$ cat src/rtl/div_pkg.sv
// Shared definitions for the sequential non-restoring divider: state encoding
// and the iteration-counter width helper.
package div_pkg;

    typedef enum logic [1:0] {
        ST_IDLE    = 2'd0,
        ST_ITER    = 2'd1,
        ST_CORRECT = 2'd2,
        ST_DONE    = 2'd3
    } div_state_e;

    // Counter must hold 0..n_len.
    function automatic int unsigned cnt_width(input int unsigned n_len);
        return $clog2(n_len + 1);
    endfunction

endpackage

$ cat src/rtl/divctrl.sv
// Divider control: Request/Done handshake FSM and iteration counter.
module divctrl
    import div_pkg::*;
#(
    parameter int unsigned N_LEN = 8
) (
    input  logic       clk,
    input  logic       rst_n,
    input  logic       i_request,
    output div_state_e o_state,
    output logic       o_done
);

    localparam int unsigned CNT_W = cnt_width(N_LEN);
    localparam logic [CNT_W-1:0] LAST_ITER = CNT_W'(N_LEN - 1);

    div_state_e       r_state;
    div_state_e       w_state_nxt;
    logic [CNT_W-1:0] r_cnt;
    logic [CNT_W-1:0] w_cnt_nxt;
    logic             r_done;

    always_ff @(posedge clk or negedge rst_n) begin
        if (!rst_n) begin
            r_state <= ST_IDLE;
            r_cnt   <= '0;
            r_done  <= 1'b0;
        end else begin
            r_state <= w_state_nxt;
            r_cnt   <= w_cnt_nxt;
            r_done  <= (w_state_nxt == ST_DONE);
        end
    end

    // Request is only sampled in IDLE and DONE; a drop mid-operation is ignored.
    always_comb begin
        w_state_nxt = r_state;
        w_cnt_nxt   = r_cnt;
        case (r_state)
            ST_IDLE: begin
                if (i_request) begin
                    w_state_nxt = ST_ITER;
                    w_cnt_nxt   = '0;
                end
            end
            ST_ITER: begin
                w_cnt_nxt = r_cnt + CNT_W'(1);
                if (r_cnt == LAST_ITER) begin
                    w_state_nxt = ST_CORRECT;
                end
            end
            ST_CORRECT: begin
                w_state_nxt = ST_DONE;
            end
            ST_DONE: begin
                if (!i_request) begin
                    w_state_nxt = ST_IDLE;
                end
            end
            default: begin
                w_state_nxt = ST_IDLE;
            end
        endcase
    end

    assign o_state = r_state;
    assign o_done  = r_done;

endmodule

$ cat src/rtl/nonrestoring_div.sv
// Sequential non-restoring divider, one quotient bit per clock.
// Define DIV_SIGNED_EN (config.v) for two's-complement operands; unsigned otherwise.
module nonrestoring_div
    import div_pkg::*;
#(
    parameter int unsigned N_LEN = 8
) (
    input  logic             Clock,
    input  logic             nReset,
    input  logic             Request,
    input  logic [N_LEN-1:0] op1,
    input  logic [N_LEN-1:0] op2,
    output logic [N_LEN-1:0] Quotient,
    output logic [N_LEN-1:0] Remainder,
    output logic             DivByZero,
    output logic             Done
);

    div_state_e       w_state;
    logic             w_done;
    logic [N_LEN:0]   r_p;
    logic [N_LEN-1:0] r_a;
    logic [N_LEN-1:0] r_d;
    logic [N_LEN-1:0] r_op1;
    logic             r_zero;
    logic [N_LEN-1:0] r_quot;
    logic [N_LEN-1:0] r_rem;
    logic             r_dbz;

    logic             w_load;
    logic [N_LEN-1:0] w_op1_mag;
    logic [N_LEN-1:0] w_op2_mag;
    logic [N_LEN:0]   w_p_sh;
    logic [N_LEN:0]   w_d_ext;
    logic [N_LEN:0]   w_p_nxt;
    logic [N_LEN-1:0] w_rem_mag;
    logic [N_LEN-1:0] w_q_fix;
    logic [N_LEN-1:0] w_r_fix;

    divctrl #(.N_LEN(N_LEN)) u_ctrl (
        .clk       (Clock),
        .rst_n     (nReset),
        .i_request (Request),
        .o_state   (w_state),
        .o_done    (w_done)
    );

    assign w_load = (w_state == ST_IDLE) && Request;

`ifdef DIV_SIGNED_EN
    logic r_neg_q;
    logic r_neg_r;

    assign w_op1_mag = op1[N_LEN-1] ? N_LEN'(-op1) : op1;
    assign w_op2_mag = op2[N_LEN-1] ? N_LEN'(-op2) : op2;

    always_ff @(posedge Clock or negedge nReset) begin
        if (!nReset) begin
            r_neg_q <= 1'b0;
            r_neg_r <= 1'b0;
        end else if (w_load) begin
            r_neg_q <= op1[N_LEN-1] ^ op2[N_LEN-1];
            r_neg_r <= op1[N_LEN-1];
        end
    end

    assign w_q_fix = r_neg_q ? N_LEN'(-r_a) : r_a;
    assign w_r_fix = r_neg_r ? N_LEN'(-w_rem_mag) : w_rem_mag;
`else
    assign w_op1_mag = op1;
    assign w_op2_mag = op2;
    assign w_q_fix   = r_a;
    assign w_r_fix   = w_rem_mag;
`endif

    // P wraps modulo 2^(N_LEN+1); the true value after +/-D always fits.
    assign w_d_ext   = {1'b0, r_d};
    assign w_p_sh    = {r_p[N_LEN-1:0], r_a[N_LEN-1]};
    assign w_p_nxt   = r_p[N_LEN] ? (w_p_sh + w_d_ext) : (w_p_sh - w_d_ext);
    assign w_rem_mag = r_p[N_LEN] ? (r_p[N_LEN-1:0] + r_d) : r_p[N_LEN-1:0];

    always_ff @(posedge Clock or negedge nReset) begin
        if (!nReset) begin
            r_p    <= '0;
            r_a    <= '0;
            r_d    <= '0;
            r_op1  <= '0;
            r_zero <= 1'b0;
            r_quot <= '0;
            r_rem  <= '0;
            r_dbz  <= 1'b0;
        end else begin
            case (w_state)
                ST_IDLE: begin
                    if (Request) begin
                        r_p    <= '0;
                        r_a    <= w_op1_mag;
                        r_d    <= w_op2_mag;
                        r_op1  <= op1;
                        r_zero <= (op2 == '0);
                    end
                end
                ST_ITER: begin
                    r_p <= w_p_nxt;
                    r_a <= {r_a[N_LEN-2:0], ~w_p_nxt[N_LEN]};
                end
                ST_CORRECT: begin
                    r_quot <= r_zero ? '1 : w_q_fix;
                    r_rem  <= r_zero ? r_op1 : w_r_fix;
                    r_dbz  <= r_zero;
                end
                default: begin
                end
            endcase
        end
    end

    assign Quotient  = r_quot;
    assign Remainder = r_rem;
    assign DivByZero = r_dbz;
    assign Done      = w_done;

endmodule

$ cat config.mk
export PLATFORM = sky130hd
export DESIGN_NAME = nonrestoring_div
export DESIGN_NICKNAME = d
export VERILOG_FILES = /design/src/rtl/div_pkg.sv /design/src/rtl/divctrl.sv /design/src/rtl/nonrestoring_div.sv
export SDC_FILE = /design/constraint.sdc
export NUM_CORES = 1
export LEC_CHECK = 0
export CORE_MARGIN = 5
export CORE_UTILIZATION = 30
export CTS_BUF_LIST = sky130_fd_sc_hd__clkbuf_16
export DETAILED_ROUTE_END_ITERATION = 16
export GPL_ROUTABILITY_DRIVEN = 0
export PLACE_DENSITY = 0.55
export RECOVER_POWER = 100
export SETUP_SLACK_MARGIN = 0.5
export SLEW_MARGIN = 10
export SYNTH_ARGS = -nofsm -noshare
export SYNTH_HDL_FRONTEND = slang
export SYNTH_SLANG_ARGS = --single-unit
$ cat constraint.sdc
create_clock -name Clock -period 2.9 [get_ports Clock]
set_input_delay 0.87 -clock Clock [delete_from_list [all_inputs] [get_ports Clock]]
set_output_delay 0.87 -clock Clock [all_outputs]
set_load 0.01 [all_outputs]
======== After elaboration in Yosys (flattened, before gate mapping) ========
Index checks and enable logic that the tools add are counted.
operators by class
  $lt $le $gt $ge ......................... 0
  eq/ne operators ......................... 6
  shifts and indexed selects .............. 0
  bitwise gates (word level) .............. 1
  multipliers ............................. 0
  multiplexer cells ....................... 14
  divide/modulo/power cells ............... 0
  reduce and logical (&&, ||, !) cells .... 5
  add/sub/neg operators ................... 4
operator list
  cell                 number
  $mux 8               4
  $mux 9               2
  $pmux 9 s2           1
  $pmux 8 s2           1
  $add 9x8->9          1
  $sub 9x8->9          1
  $add 8x8->8          1
  $logic_not 8->1      1
  $pmux 2 s4           1
  $pmux 4 s2           1
  $eq 2x2->1 const B   3
  $mux 2               3
  $add 4x1->4 const B  1
  $eq 4x3->1 const B   1
  $mux 4               1
  $reduce_and 2->1     2
  $eq 2x1->1 const B   1
  $logic_not 2->1      1
  $ne 2x2->1 const B   1
  $reduce_bool 2->1    1
  $not 1->1            1
word-level totals
  input bits .............................. 19
  memories ................................ 0
  ROM bits ................................ 0
  output and inout bits ................... 18
  bits in latches ......................... 0
  memory bits (writable) .................. 0
  bits in registers ....................... 58

======== Logic depth before layout (Yosys ltp) ========
  depth in word-level cells ............... 4
  depth in mapped cells ................... 11
  mapped depth without buffers ............ 11

======== By module ========
Synthesis repeated with hierarchy kept, for this count alone.
second synthesis, totals
  cells, all modules ...................... 344
  area, all modules ....................... 3324.4 um2
by module, submodules not included
  module            times used  area an instance (um2)  cells an instance  sequential area each (um2)
  nonrestoring_div  1           2999.1                  316                1276.2
  divctrl           1           325.3                   28                 175.2

======== Least setup slack after synthesis ========
Ideal clock, no wire load.
  kind .................................... flip-flop to flip-flop
  from .................................... register r_d[4]
  to ...................................... register r_a[0]
  data arrival time ....................... 2.450 ns
  cell stages (with the launch flop) ...... 11
  slack ................................... 0.307 ns
  required time ........................... 2.757 ns
  buffers on the path ..................... 0
  cell sequence ........................... dfrtp_1 > or3_4 > nor3_1 > nor2_1 > xor2_1 > ha_1 > a21o_1 > a221o_1 > a21oi_1 > xor2_1 > a22oi_1
between the ends
  word-level cells in the longest chain between the ends .. 4
  elaborated cells on any way between the ends .. 5
  classes of those cells .................. 2 x add/sub; 2 x mux; 1 x bitwise
ends and longest elaborated chain
  element                                            line                     RTL
  start: declaration                                 nonrestoring_div.sv:23   logic [N_LEN-1:0] r_d;
  start signal: assignment                           nonrestoring_div.sv:98   r_d <= w_op2_mag;
  $sub 9x8->9 / $add 9x8->9 (equally long branches)  nonrestoring_div.sv:79   assign w_p_nxt = r_p[N_LEN] ? (w_p_sh + w_d_ext) : (w_p_sh - w_d_ext);
  $mux 9 (*)                                         nonrestoring_div.sv:79
  $not 1->1 (*)                                      nonrestoring_div.sv:105  r_a <= {r_a[N_LEN-2:0], ~w_p_nxt[N_LEN]};
  $pmux 8 s2 (*)                                     nonrestoring_div.sv:93   case (w_state)
  end signal: assignment                             nonrestoring_div.sv:97   r_a <= w_op1_mag;
  end signal: assignment                             nonrestoring_div.sv:105
  end: declaration                                   nonrestoring_div.sv:22   logic [N_LEN-1:0] r_a;
Mark *: on every way between the ends. The rest lies on a longest branch, timed or not.
A chain may end at the register's enable or synchronous reset.

======== Worst setup path in the final report ========
  from .................................... register r_d[3]
  to ...................................... register r_p[7]
between the ends
  word-level cells in the longest chain between the ends .. 3
  elaborated cells on any way between the ends .. 4
  classes of those cells .................. 2 x add/sub; 2 x mux
ends and longest elaborated chain
  element                                            line                     RTL
  $sub 9x8->9 / $add 9x8->9 (equally long branches)  nonrestoring_div.sv:79
  $mux 9 (*)                                         nonrestoring_div.sv:79
  $pmux 9 s2 (*)                                     nonrestoring_div.sv:93
  end signal: assignment                             nonrestoring_div.sv:104  r_p <= w_p_nxt;
  end: declaration                                   nonrestoring_div.sv:21   logic [N_LEN:0] r_p;
Marks and branches as above.

==> results.json <==
{
  "synthToLayoutAreaGrowth_pct": 28.98,
  "cts_sinks": 58,
  "synth_warnings": 0,
  "setup_tns_ns": 0,
  "rsz0062_at_grt": "yes",
  "worst_pin_slew_ns": 1.439,
  "final-hold-violation-count": 0,
  "die-area_um2": 12860,
  "final_nets": 457,
  "relSlewSlack_pct": 4.077,
  "max_stage_delay_ns": 0.45,
  "syn_area_per_cell_um2": 8.741,
  "cts_made_buffers": 9,
  "synth_edf_count": 0,
  "path_clk_slew_ns": 0.05,
  "grt_usage_pct": 13.24,
  "final_area_um2": 4138,
  "firstDrtPassIters": 4,
  "h-tree-depth": 3,
  "fillCellCount": 1070,
  "gr-total-overflow": 0,
  "numPortBuffers": 36,
  "drv_slew": 0,
  "leakage_nw": 1.960,
  "drt_iter0_markers": 118,
  "ys_seq_elements": 58,
  "required_ns": 3.08,
  "path_class": "reg2reg",
  "hold_buffers": 0,
  "grt_pass1_wl_mm": 13.48,
  "synthTopCellsByCount": "nand2_1 (92), dfrtp_1 (58), o21ai_0 (35), nor2_1 (27), ha_1 (19)",
  "start_util_pct": 30.94,
  "place_area_um2": 3749,
  "hold_path.class": "reg2reg",
  "synthArstFlopShare_pct": 100.0,
  "yosys-top-cells-area": "dfrtp_1 (45%), nand2_1 (11%), ha_1 (7.4%)",
  "multi_input_area_um2": 1649,
  "crit_chain": "or3_1 > nor3_4 > nor2_1 > xor2_1 > ha_1 > buf_4 > buf_4 > a21o_1 > a221oi_1 > xor2_1 > o21ai_1",
  "core_area_um2": 10370,
  "ant_nets": 0,
  "root_buffer": "clkbuf_16",
  "synth.top_cell.area_share_pct": 45.24,
  "drive_gt1_share_pct": 10.43,
  "syn_inst": 367,
  "maxCapViolations": 0,
  "fin_skew_ns": 0.007126,
  "netlist_area_um2": 3208,
  "wire_per_inst_um": 14.61,
  "fp-row-count": 37,
  "seq_area_um2": 1455,
  "die_h_um": 113.4,
  "via_count": 2688,
  "fmax_mhz": 372.5,
  "p_total_w": 0.005970,
  "synthFlopType": "dfrtp_1",
  "critPathArrivalTime_ns": 2.87,
  "grt_max_degree": 59,
  "worstPathMaxFanout": 2,
  "ys_seq_area_share_pct": 45.24,
  "yosysTopAreaCell": "dfrtp_1",
  "fp.dieW_um": 113.4,
  "slowest_stage": "or3_1",
  "cts_tree": "done",
  "cts_buffer_depth": 2,
  "yosysMostFrequentCell": "nand2_1",
  "worstSetupStartpointType": "flip-flop",
  "antenna_found_initial": 0,
  "post-route-period-util_pct": 92.57,
  "setup_viol": 0,
  "finalCriticalPeriod_ns": 2.684,
  "top_level_ports": 37,
  "clk_latency_ns": 0.33,
  "powerDensity_nw_per_um2": 1443,
  "dp_hpwl_mm": 5.773,
  "synth.distinct_cells": 46,
  "drt_wl_total_mm": 8.150,
  "ir_drop_mv": 0.5501,
  "status": "complete, no violations",
  "n_antenna_cell": 0,
  "drc": 0,
  "crit_path_end_kind": "flip-flop",
  "syn_nets": 407,
  "grt_pass1_vias": 2634,
  "vias_per_cell": 4.817
}
flip-flops by register name, indices dropped and copies added, names as in the netlist:
register        flops
r_op1               8
r_a                 8
u_ctrl.o_done       1
u_ctrl.r_cnt        4
u_ctrl.o_state      2
Quotient            8
Remainder           8
r_zero              1
r_p                 9
r_d                 8
DivByZero           1
cells in the final DEF, fill, tap and decap left out, types with 2 or more instances in the layout:
master	count
a21oi_2	2
nor4_1	2
fa_1	2
a21o_1	6
dfrtp_2	3
a31oi_1	4
buf_4	13
a211oi_1	3
mux2i_1	5
clkdlybuf4s50_1	16
nor3_1	2
ha_1	19
clkinv_4	2
nand3_1	17
dlygate4sd3_1	19
clkbuf_16	9
or3_1	2
xor2_1	12
o221ai_1	2
o31ai_1	2
clkbuf_1	6
o21ai_1	2
clkinvlp_4	2
dfrtp_1	55
xnor2_1	4
o21ai_0	36
nor2_1	27
nor2b_1	3
mux2_2	2
nand2_1	92
bufinv_16	2
a21oi_1	12
inv_1	14
cell families (layout without fill, tap and decap cells):
logic type | after synthesis | after routing | synth area share [%]
buffers and inverters | 32 | 87 | 3.822
xor gates and xnor gates | 17 | 17 | 4.875
and+or+nand+nor | 153 | 153 | 20.16
DFF | 58 | 58 | 45.24
muxes | 7 | 7 | 2.262
adders and majority gates | 21 | 21 | 8.658
AOI/OAI and AO/OA | 79 | 79 | 14.98
area by class of cell:
type / instances / area share, %
inverter: 15 / 1.361
multi-input combinational: 277 / 39.85
sequential: 58 / 35.17
timing repair buffer: 56 / 11.61
clock inverter: 7 / 2.449
tap: 136 / 4.112
clock buffer: 9 / 5.443
metrics by stage:
step	hold WS, ns	setup slack, ns	instances	util, %
floorplan	0.4418	0.3883	367	-
global placement	0.4576	0.3105	530	36.15
detailed placement	0.4648	0.2330	530	36.15
CTS	0.4803	0.2971	552	39.83
global route	0.4892	0.1018	558	39.90
finish	0.4701	0.2155	558	39.90
per-layer routing:
metal  global-route usage (%)  vias to the layer above  share of wire [%]
li1                         -                     1350                  -
met1                    18.96                     1278                 49
met2                    20.26                       51                 46
met3                    2.865                        9                3.9
met4                    3.606                        0                1.2
met5                        0                        -                  0
final timing paths:
check                             startpoint            to  slack (ns)  depth (start not counted)
worst max-delay path                  r_d[3]        r_p[7]        0.22                         11
worst min-delay path            Remainder[0]  Remainder[0]        0.47                          2
min in group asynchronous             nReset   Quotient[3]        0.96                          2
worst max register to register        r_d[3]        r_p[7]        0.22                         11
worst min register to register  Remainder[0]  Remainder[0]        0.47                          2
max in group asynchronous             nReset        r_d[2]        0.96                          2
worst max-delay path, delay by kind of cell (launching register included):
family / cells / cell delay [ns]
buf+inv: 2 / 0.26
compound gates: 3 / 0.54
fa+ha+maj: 1 / 0.28
flops: 1 / 0.39
simple gates: 3 / 0.69
xor+xnor: 2 / 0.38
power breakdown:
group	leakage [nW]	switching [W]	total (W)	internal [W]
sequential	0.711	0.000362	0.00159	0.00123
combinational	1.10	0.00170	0.00323	0.00153
clock	0.152	0.000395	0.00115	0.000757
repair_timing:
item,CTS,global route
setup buffers,6,6
resized for setup,5,1
pin swaps,3,7
endpoints found under the setup margin,4,6
(Power assumes the default switching activity.)
